File: src/rtl/alu_arb_pkg.sv
// Shared types and constants for the ALU request arbiter: FSM states,
// ALU bus widths, multiply command codes and the latency lookup.
package alu_arb_pkg;

    localparam int WIDTH     = 8;
    localparam int CMD_WIDTH = 4;

    typedef enum logic [1:0] {
        ST_IDLE,
        ST_ISSUE,
        ST_WAIT,
        ST_RESP
    } arb_state_e;

    localparam logic [CMD_WIDTH-1:0] CMD_MUL_INC = 4'd9;
    localparam logic [CMD_WIDTH-1:0] CMD_MUL_SHL = 4'd10;

    // Multiplies (arithmetic mode only) take the longer ALU path.
    function automatic int unsigned alu_latency(
        input logic                 mode,
        input logic [CMD_WIDTH-1:0] cmd,
        input int unsigned          base_lat = 1,
        input int unsigned          mul_lat  = 2
    );
        return (mode && (cmd == CMD_MUL_INC || cmd == CMD_MUL_SHL)) ? mul_lat : base_lat;
    endfunction

endpackage

File: src/rtl/alu_req_arbiter_rr_grant.sv
// Combinational round-robin picker: first set request at or after ptr,
// searching upward with wrap; one-hot grant plus its index.
module rr_grant #(
    parameter  int N  = 4,
    localparam int IW = $clog2(N)
) (
    input  logic [N-1:0]  req,
    input  logic [IW-1:0] ptr,
    output logic [N-1:0]  grant,
    output logic [IW-1:0] gidx
);

    // Rotate so that bit 0 is the requester sitting at ptr.
    logic [N-1:0] rotated;
    assign rotated = N'({req, req} >> ptr);

    always_comb begin
        int pos;
        int idx;
        // NOTE: every output gets a default before any branch, so no path leaves it unassigned and no latch is inferred.
        grant = '0;
        gidx  = '0;
        pos   = 0;
        for (int i = N - 1; i >= 0; i--) begin
            if (rotated[i]) pos = i;
        end
        idx = int'(ptr) + pos;
        if (idx >= N) idx = idx - N;
        if (|req) begin
            grant[idx] = 1'b1;
            gidx       = IW'(idx);
        end
    end

endmodule

File: src/rtl/alu_req_arbiter.sv
// Shares one ALU between NUM_REQ requesters: round-robin accept, one-cycle
// issue with CE, latency wait, capture, tagged response with backpressure.
module alu_req_arbiter
    import alu_arb_pkg::*;
#(
    parameter  int          NUM_REQ  = 4,
    parameter  int unsigned BASE_LAT = 1,
    parameter  int unsigned MUL_LAT  = 2,
    localparam int          IDW      = $clog2(NUM_REQ)
) (
    input  logic                          CLK,
    input  logic                          RST,
    input  logic [NUM_REQ-1:0]            req_valid,
    output logic [NUM_REQ-1:0]            req_ready,
    input  logic [NUM_REQ-1:0]            req_mode,
    input  logic [NUM_REQ-1:0]            req_cin,
    input  logic [2*NUM_REQ-1:0]          req_inp_valid,
    input  logic [CMD_WIDTH*NUM_REQ-1:0]  req_cmd,
    input  logic [WIDTH*NUM_REQ-1:0]      req_opa,
    input  logic [WIDTH*NUM_REQ-1:0]      req_opb,
    output logic                          rsp_valid,
    input  logic                          rsp_ready,
    output logic [IDW-1:0]                rsp_id,
    output logic [WIDTH:0]                rsp_res,
    output logic [6:0]                    rsp_flags,
    output logic                          CE,
    output logic                          MODE,
    output logic                          CIN,
    output logic [1:0]                    INP_VALID,
    output logic [CMD_WIDTH-1:0]          CMD,
    output logic [WIDTH-1:0]              OPA,
    output logic [WIDTH-1:0]              OPB,
    input  logic [WIDTH:0]                RES,
    input  logic                          ERR,
    input  logic                          OFLOW,
    input  logic                          COUT,
    input  logic                          G,
    input  logic                          L,
    input  logic                          E
);

    localparam int unsigned MAX_LAT = (MUL_LAT > BASE_LAT) ? MUL_LAT : BASE_LAT;
    localparam int          LAT_W   = $clog2(MAX_LAT + 1);

    arb_state_e           state;
    logic [IDW-1:0]       rr_ptr;
    logic [IDW-1:0]       owner;
    logic [LAT_W-1:0]     lat_cnt;
    logic [NUM_REQ-1:0]   grant;
    logic [IDW-1:0]       gidx;

    rr_grant #(.N(NUM_REQ)) u_grant (
        .req   (req_valid),
        .ptr   (rr_ptr),
        .grant (grant),
        .gidx  (gidx)
    );

    // Accept strobe is combinational and only meaningful while idle.
    assign req_ready = (state == ST_IDLE && !RST) ? grant : '0;

    always_ff @(posedge CLK) begin
        // NOTE: non-blocking assignments keep every read in this block at its pre-edge value.
        if (RST) begin
            state     <= ST_IDLE;
            rr_ptr    <= '0;
            owner     <= '0;
            lat_cnt   <= '0;
            rsp_valid <= 1'b0;
            rsp_id    <= '0;
            rsp_res   <= '0;
            rsp_flags <= '0;
            CE        <= 1'b0;
            MODE      <= 1'b0;
            CIN       <= 1'b0;
            INP_VALID <= '0;
            CMD       <= '0;
            OPA       <= '0;
            OPB       <= '0;
        end else begin
            case (state)
                ST_IDLE: begin
                    if (|req_valid) begin
                        // The ALU pin registers double as the latched request.
                        CE        <= 1'b1;
                        MODE      <= req_mode[gidx];
                        CIN       <= req_cin[gidx];
                        INP_VALID <= req_inp_valid[2*int'(gidx) +: 2];
                        CMD       <= req_cmd[CMD_WIDTH*int'(gidx) +: CMD_WIDTH];
                        OPA       <= req_opa[WIDTH*int'(gidx) +: WIDTH];
                        OPB       <= req_opb[WIDTH*int'(gidx) +: WIDTH];
                        owner     <= gidx;
                        rr_ptr    <= (gidx == IDW'(NUM_REQ - 1)) ? '0 : gidx + 1'b1;
                        state     <= ST_ISSUE;
                    end
                end
                ST_ISSUE: begin
                    lat_cnt   <= LAT_W'(alu_latency(MODE, CMD, BASE_LAT, MUL_LAT));
                    CE        <= 1'b0;
                    MODE      <= 1'b0;
                    CIN       <= 1'b0;
                    INP_VALID <= '0;
                    CMD       <= '0;
                    OPA       <= '0;
                    OPB       <= '0;
                    state     <= ST_WAIT;
                end
                ST_WAIT: begin
                    lat_cnt <= lat_cnt - 1'b1;
                    if (lat_cnt <= LAT_W'(1)) begin
                        rsp_valid <= 1'b1;
                        rsp_id    <= owner;
                        rsp_res   <= RES;
                        rsp_flags <= {ERR, OFLOW, COUT, G, L, E, 1'b0};
                        state     <= ST_RESP;
                    end
                end
                ST_RESP: begin
                    if (rsp_ready) begin
                        rsp_valid <= 1'b0;
                        state     <= ST_IDLE;
                    end
                end
                default: state <= ST_IDLE;
            endcase
        end
    end

endmodule

File: config.mk
export PLATFORM = sky130hd
export DESIGN_NAME = alu_req_arbiter
export DESIGN_NICKNAME = d
export VERILOG_FILES = /design/src/rtl/alu_arb_pkg.sv /design/src/rtl/alu_req_arbiter_rr_grant.sv /design/src/rtl/alu_req_arbiter.sv
export SDC_FILE = /design/constraint.sdc
export NUM_CORES = 1
export LEC_CHECK = 0
export CORE_MARGIN = 4
export CORE_UTILIZATION = 36
export CTS_CLUSTER_SIZE = 16
export DETAILED_ROUTE_END_ITERATION = 10
export GPL_TIMING_DRIVEN = 0
export MAX_ROUTING_LAYER = met4
export PLACE_DENSITY = 0.77
export RECOVER_POWER = 100
export SETUP_SLACK_MARGIN = 0.02
export SLEW_MARGIN = 10
export SYNTH_ARGS = -nofsm -noshare
export SYNTH_HDL_FRONTEND = slang
export SYNTH_HIERARCHICAL = 1
export SYNTH_SLANG_ARGS = --single-unit
File: constraint.sdc
create_clock -name CLK -period 2.8 [get_ports CLK]
set_input_delay 0.56 -clock CLK [delete_from_list [all_inputs] [get_ports CLK]]
set_output_delay 0.56 -clock CLK [all_outputs]
set_load 0.02 [all_outputs]
==> metrics <==
most frequent cell after synthesis=inv_1; vias in the first global route=3,121; synth top area cells=dfxtp_1 32%, mux4_2 17%, o32ai_2 10%; nets=622; Synth warnings=6; Period minus WS final=2800 ps; beginning of the worst hold path=rsp_res[2]; fill cell count=744; # setup viols final=0; Reg2Reg Depth=13; # diodes=0; VDD IR max=0.536 mV; critical path class=primary input to primary output; period utilisation layout=100%; area leader, netlist=dfxtp_1; # hold bufs at CTS=0; root cell of the clock tree=clkbuf_8; top cell type's share of synthesized area=a little under a third; antenna violations before repair=0; r2r setup slk=between 100 and 150 ps; standard-cell rows=34; DR DRC count=0; WP data required=2240 ps; Chip Height=102 µm; RSZ-0062 raised after global routing=true; hpwl dp=7220 µm; outcome=complete, no violations; CP startpoint=req_valid[0]; Crit Reg-Reg Endpoint=OPA[7]; Area growth syn-to-layout=63.2%; Initial Util=36.9%; DP Area=4970 µm²; CTS tree=built; GR Util met3=3.34%; die area=10,500 µm²; Multi-input gate area=~1900 µm²; DRT antenna net count=0; Yosys reg bits=a little over 50; H-tree levels=2; Crit Path Max Fanout=8; layout cells sized above 1=20.7%; Async SR Flop Fraction=0%; Commonest cells post-synth=53 x inv_1, 51 x dfxtp_1, 44 x nand2_1; Top Ports=166; Pre-antenna DRT Iters=5; Final GP Congestion=0.792; Worst Skew=9.12 ps; Total GRT Usage=between 10% and 20%; DR vias=2,969; critical path capture point type=primary output; CTS Sinks=51; Max Fclk=357 MHz; fin. max-slew vios=0; cell area after layout=roughly 5200 µm²; Slew @ Worst Pin=roughly 740 ps; largest net degree at the start of global routing=16; FF-to-FF Start=rr_ptr[0]; EDFF count, synth=0; Power Dens Cells=between 1000 and 1500 nW/µm²; max_slew headroom=around half; DR iter-0 viols=84; M2 GR Usage=approximately a third; Avg Synthesized Cell Area=10.0 µm²; Cells on Worst Hold Path=2; min setup slack post-route=0.848 ps; WL final=9040 µm; CTS buffer count=5; most crowded layer after global routing=met2; Worst Hold Class=register to register; first-pass GRT wire length=roughly 14,000 µm; Main synth FF type=dfxtp_1; total grt overflow=0; crit path DAT=2240 ps; latest clock arrival within the worst-skew pair=300 ps; vias per cell=4.91; CP Launch Type=primary input; wire length per cell=roughly 15 µm; clock-pin slew on the worst setup and hold paths=90 ps; post-synthesis sequential area ratio=31.9%; Leakage=roughly 2.1 nW; syn nets=446; Buffers on Ports=163; Unique masters post-synth=48; max-cap viol count=0; pre-CTS setup slack=-1190 ps; cell count after synthesis=320; M1 GR Usage=roughly a fifth; Die Wd=102 µm; Clock Path Buffers=2; register area=1020 µm²; Mapped Area=3200 µm²; count of final hold-check violations=0; CORE AREA=8680 µm²; Hold Path Sink=rsp_res[2]
==> critical path: stages <==
cell,delay (ps)
buf_4,150
nand3b_1,140
o311ai_4,120
o21ai_1,100
o221ai_1,130
ha_2,360
nor2b_4,200
nand2_2,70
mux2i_1,120
and2_1,160
buf_6,120
==> worst max-delay path by stage <==
stage	to	slack, ps	cells after the start
after floorplan	CMD[1]	20	13
after global placement	req_ready[1]	-1120	11
after detailed placement	req_ready[1]	-1190	11
after CTS	req_ready[0]	-20	11
after global routing	req_ready[3]	-100	11
final	req_ready[1]	0.8	11
==> cell usage in the layout (no fill, tap or decap), types with 2 or more instances in the layout <==
cell,instances
clkdlybuf4s50_1,112
inv_1,53
dfxtp_1,50
dlygate4sd3_1,43
nand2_1,42
mux4_2,24
a21oi_1,20
o32ai_2,20
buf_6,14
nor2_1,11
clkbuf_1,10
buf_4,10
mux2i_1,9
clkbuf_8,8
ha_1,7
nand2b_1,5
o32ai_1,4
nor2b_1,3
and2_1,3
nand2_2,3
buf_2,3
o21ai_0,3
nor2_2,3
a211oi_1,2
or3_1,2
==> cell families (layout without fill, tap and decap cells) <==
group                      Yosys count  count (layout)  share of synthesized area, %
and+or+nand+nor                     83              83                          12.7
buffers and inverters               79             256                          11.5
AOI/OAI and AO/OA                   60              60                          19.4
DFF                                 51              51                          31.9
muxes                               35              35                          20.5
adders and majority gates            8               8                          3.12
xor gates and xnor gates             3               3                         0.820
other                                1               1                         0.117
==> metrics by stage <==
stage	TNS (ps)	power (mW)	std cells	utilization [%]	hold WS (ps)
final	0	5.23	605	60.3	455
after global routing	-373	5.64	605	60.3	475
after CTS	-46.3	5.33	605	59.6	462
after detailed placement	-26630	4.65	591	57.3	448
after global placement	-24200	4.56	591	57.3	441
after floorplan	0	3.58	320	-	432
==> metal layers <==
metal	wire, µm	up-vias
li1	-	1456
met1	3380	1393
met4	106	0
met2	4990	110
met3	564	10
met5	0	-
==> sequential cells by signal, summed over array words and instances, names as in the netlist, 4 cells and up <==
| register | count |
|---|---|
| OPB | 8 |
| CMD | 4 |
| rsp_res | 9 |
| rsp_flags | 6 |
| OPA | 8 |
==> power breakdown <==
part | internal [mW] | switching [mW]
registers | 1.00 | 0.159
logic | 1.83 | 1.72
clock network | 0.289 | 0.235
==> repair_timing <==
action / 4_1_cts / 5_1_grt
setup endpoints to repair: 32 / 23
pin swaps: 7 / 7
resized for setup: 61 / 18
setup buffers: 6 / 2
==> cell type report <==
class | count | area share [%]
Clock buffer | 6 | 1.58
Buffer | 24 | 3.45
Tap cell | 108 | 2.58
Timing Repair Buffer | 171 | 32.4
Sequential cell | 51 | 19.6
Inverter | 53 | 3.80
Multi-Input combinational cell | 190 | 36.0
Clock inverter | 2 | 0.670
No activity file was read; power rests on OpenSTA's default activity.
==> patch (same flow settings) <==
Encoding of `arb_state_e`: now one-hot (4 bits for 4 states).
--- a/src/rtl/alu_arb_pkg.sv
+++ b/src/rtl/alu_arb_pkg.sv
@@ -5,11 +5,11 @@
     localparam int WIDTH     = 8;
     localparam int CMD_WIDTH = 4;
 
-    typedef enum logic [1:0] {
-        ST_IDLE,
-        ST_ISSUE,
-        ST_WAIT,
-        ST_RESP
+    typedef enum logic [3:0] {
+        ST_IDLE  = 4'b0001,
+        ST_ISSUE = 4'b0010,
+        ST_WAIT  = 4'b0100,
+        ST_RESP  = 4'b1000
     } arb_state_e;
 
     localparam logic [CMD_WIDTH-1:0] CMD_MUL_INC = 4'd9;
Formal check against the unedited RTL: no difference found for any inputs over 4 cycles, from zero or initial values and one cycle with RST high; so few cycles prove little.
==> patch against the original RTL <==
The flow now finishes with violations (setup timing). Total power down 13%. Combinational power down 14%. Routed wire length up 14%. Sequential cell count up 2. Final area down 0.84%. Area after synthesis down 2.7%. Critical path depth down 1. Global-route usage up 3.4 points. Setup slack worse by 0.094 ns.
==> patch: results (changes against the original RTL) <==
----------------------------------------------------
[Pwr]
  Worst vdd rail ir drop ... 694 uV (+30%)
  Fraction of power spent switching nets ... 0.380 (-0.0228)
  Combinational fraction of design power ... 0.669 (-0.008)
  Leakage power total ... 1.97 nW (-6.6%)

[GRT]
  Global-route wire length before repair ... 16.3 mm (+17%)
  Met3 Usage GRT ... 0.0464 (+0.0129)
  Pin count of the biggest net entering global routing ... 17 (+1)
  Total global-route track usage ... 0.207 (+0.0337)
  Number of global-route vias before repair ... 3,457 (+11%)

[Route]
  Router iterations before antenna repair ... 4 (-1)
  Starting DRC count in detailed routing ... 149 (+77%)
  Detailed-route wire length ... 10.3 mm (+14%)
  Routed via count ... 3,214 (+8.3%)

[Cells and area]
  Nets@finish ... 602 (-3.2%)
  Share of cells above drive strength 1 ... 0.176 (-0.0309)
  Number of non-filler instances in the completed layout ... 587 (-3.0%)
  Total of fill cells in the finished design ... 693 (-6.9%)

[Logic synthesis]
  Sequential area share after synthesis ... 0.340 (+0.0218)
  Syn Nets ... 425 (-4.7%)
  Cell types with the highest counts after synthesis ... 53 x dfxtp_1, 27 x nor2b_1, 24 x a32o_1, 24 x mux4_2, 24 x o21ai_0
  Mean post-synth cell area ... 10.3 um^2 (+2.4%)
  Synth area leaders ... dfxtp_1 34%, mux4_2 17%, a32o_1 7.7%, nor2b_1 5.4%, o21ai_0 3.9%

[Placed design]
  Post-DP HPWL ... 8.07 mm (+12%)
  GPL Wtd Cong ... 0.813 (+2.6%)
  Total of buffers placed on input and output ports ... 164 (+0.61%)
  Placed Instance Area ... 4940 um^2 (-0.63%)
  Worst slack at placement ... -1.11 ns (+0.0762 ns)
  Cell count after placement ... 573 (-3.0%)

[Run status]
  Status ... complete, but fails checks
  Violations in the final reports ... setup timing

[STA]
  Final clock skew ... 0.00814 ns (-0.000978 ns)
  Final critical-path setup slack ... -0.0934 ns (-0.0942 ns)
  Setup_tns ... -0.320 ns (-0.320 ns)
  Slew Limit Headroom ... 0.439 (-0.0706)
  Endpoints failing setup ... 9 (+9)

[Worst setup path]
  Delay of the slowest cell on the worst path ... 0.39 ns (+0.03 ns)
  Cell with the biggest individual delay on the critical path ... dfxtp_4

----------------------------------------------------
-- patch: stage by stage --
stage	total power, mW	util
2_1_floorplan	3.05	-
3_3_place_gp	3.87	0.595
3_5_place_dp	3.93	0.595
4_1_cts	4.50	0.616
5_1_grt	4.83	0.625
6_report	4.53	0.625
-- patch: final timing paths --
path,start,to,slack (ns),cells past startpoint
setup reg to reg,rr_ptr[0],OPB[3],-0.01,12
hold / removal,rsp_flags[3],rsp_flags[3],0.48,2
setup / recovery,rr_ptr[0],req_ready[0],-0.09,10
hold reg to reg,rsp_flags[3],rsp_flags[3],0.48,2
-- patch: critical path, delay by kind of cell (launching register included) --
family,cells,cell delay (ns)
simple gates,3,0.55
compound gates,3,0.41
flops,1,0.39
fa+ha+maj,1,0.25
xor+xnor,1,0.16
mux,1,0.13
buf+inv,1,0.12
-- patch: cell type report --
type | instances | area, um^2 | share of cell area
Buffer | 31 | 205 | 0.0396
Clock buffer | 6 | 72.6 | 0.0140
Clock inverter | 2 | 15.0 | 0.00290
Inverter | 6 | 22.5 | 0.00434
Multi-Input combinational cell | 213 | 1980 | 0.382
Sequential cell | 53 | 1060 | 0.205
Tap cell | 105 | 131 | 0.0253
Timing Repair Buffer | 171 | 1690 | 0.327
-- patch: cell families after synthesis --
logic type | synth area share
adder cells (fa/ha/maj) | 0.0120
AO/OA/AOI/OAI | 0.201
other | 0.00120
XOR/XNOR | 0.00843
AND/OR/NAND/NOR | 0.187
multiplexers | 0.194
buffers and inverters | 0.0562
flip-flops | 0.340
-- patch: what timing repair did --
item                       4_1_cts  5_1_grt
gates resized for setup         58       21
setup buffers                    5        2
setup endpoints to repair       31       24
pin swaps                        8       11
-- patch: per-layer routing --
metal	vias up	routed length [um]
met4	0	157
met3	14	792
met2	128	5440
li1	1515	-
met1	1557	3950
met5	-	0
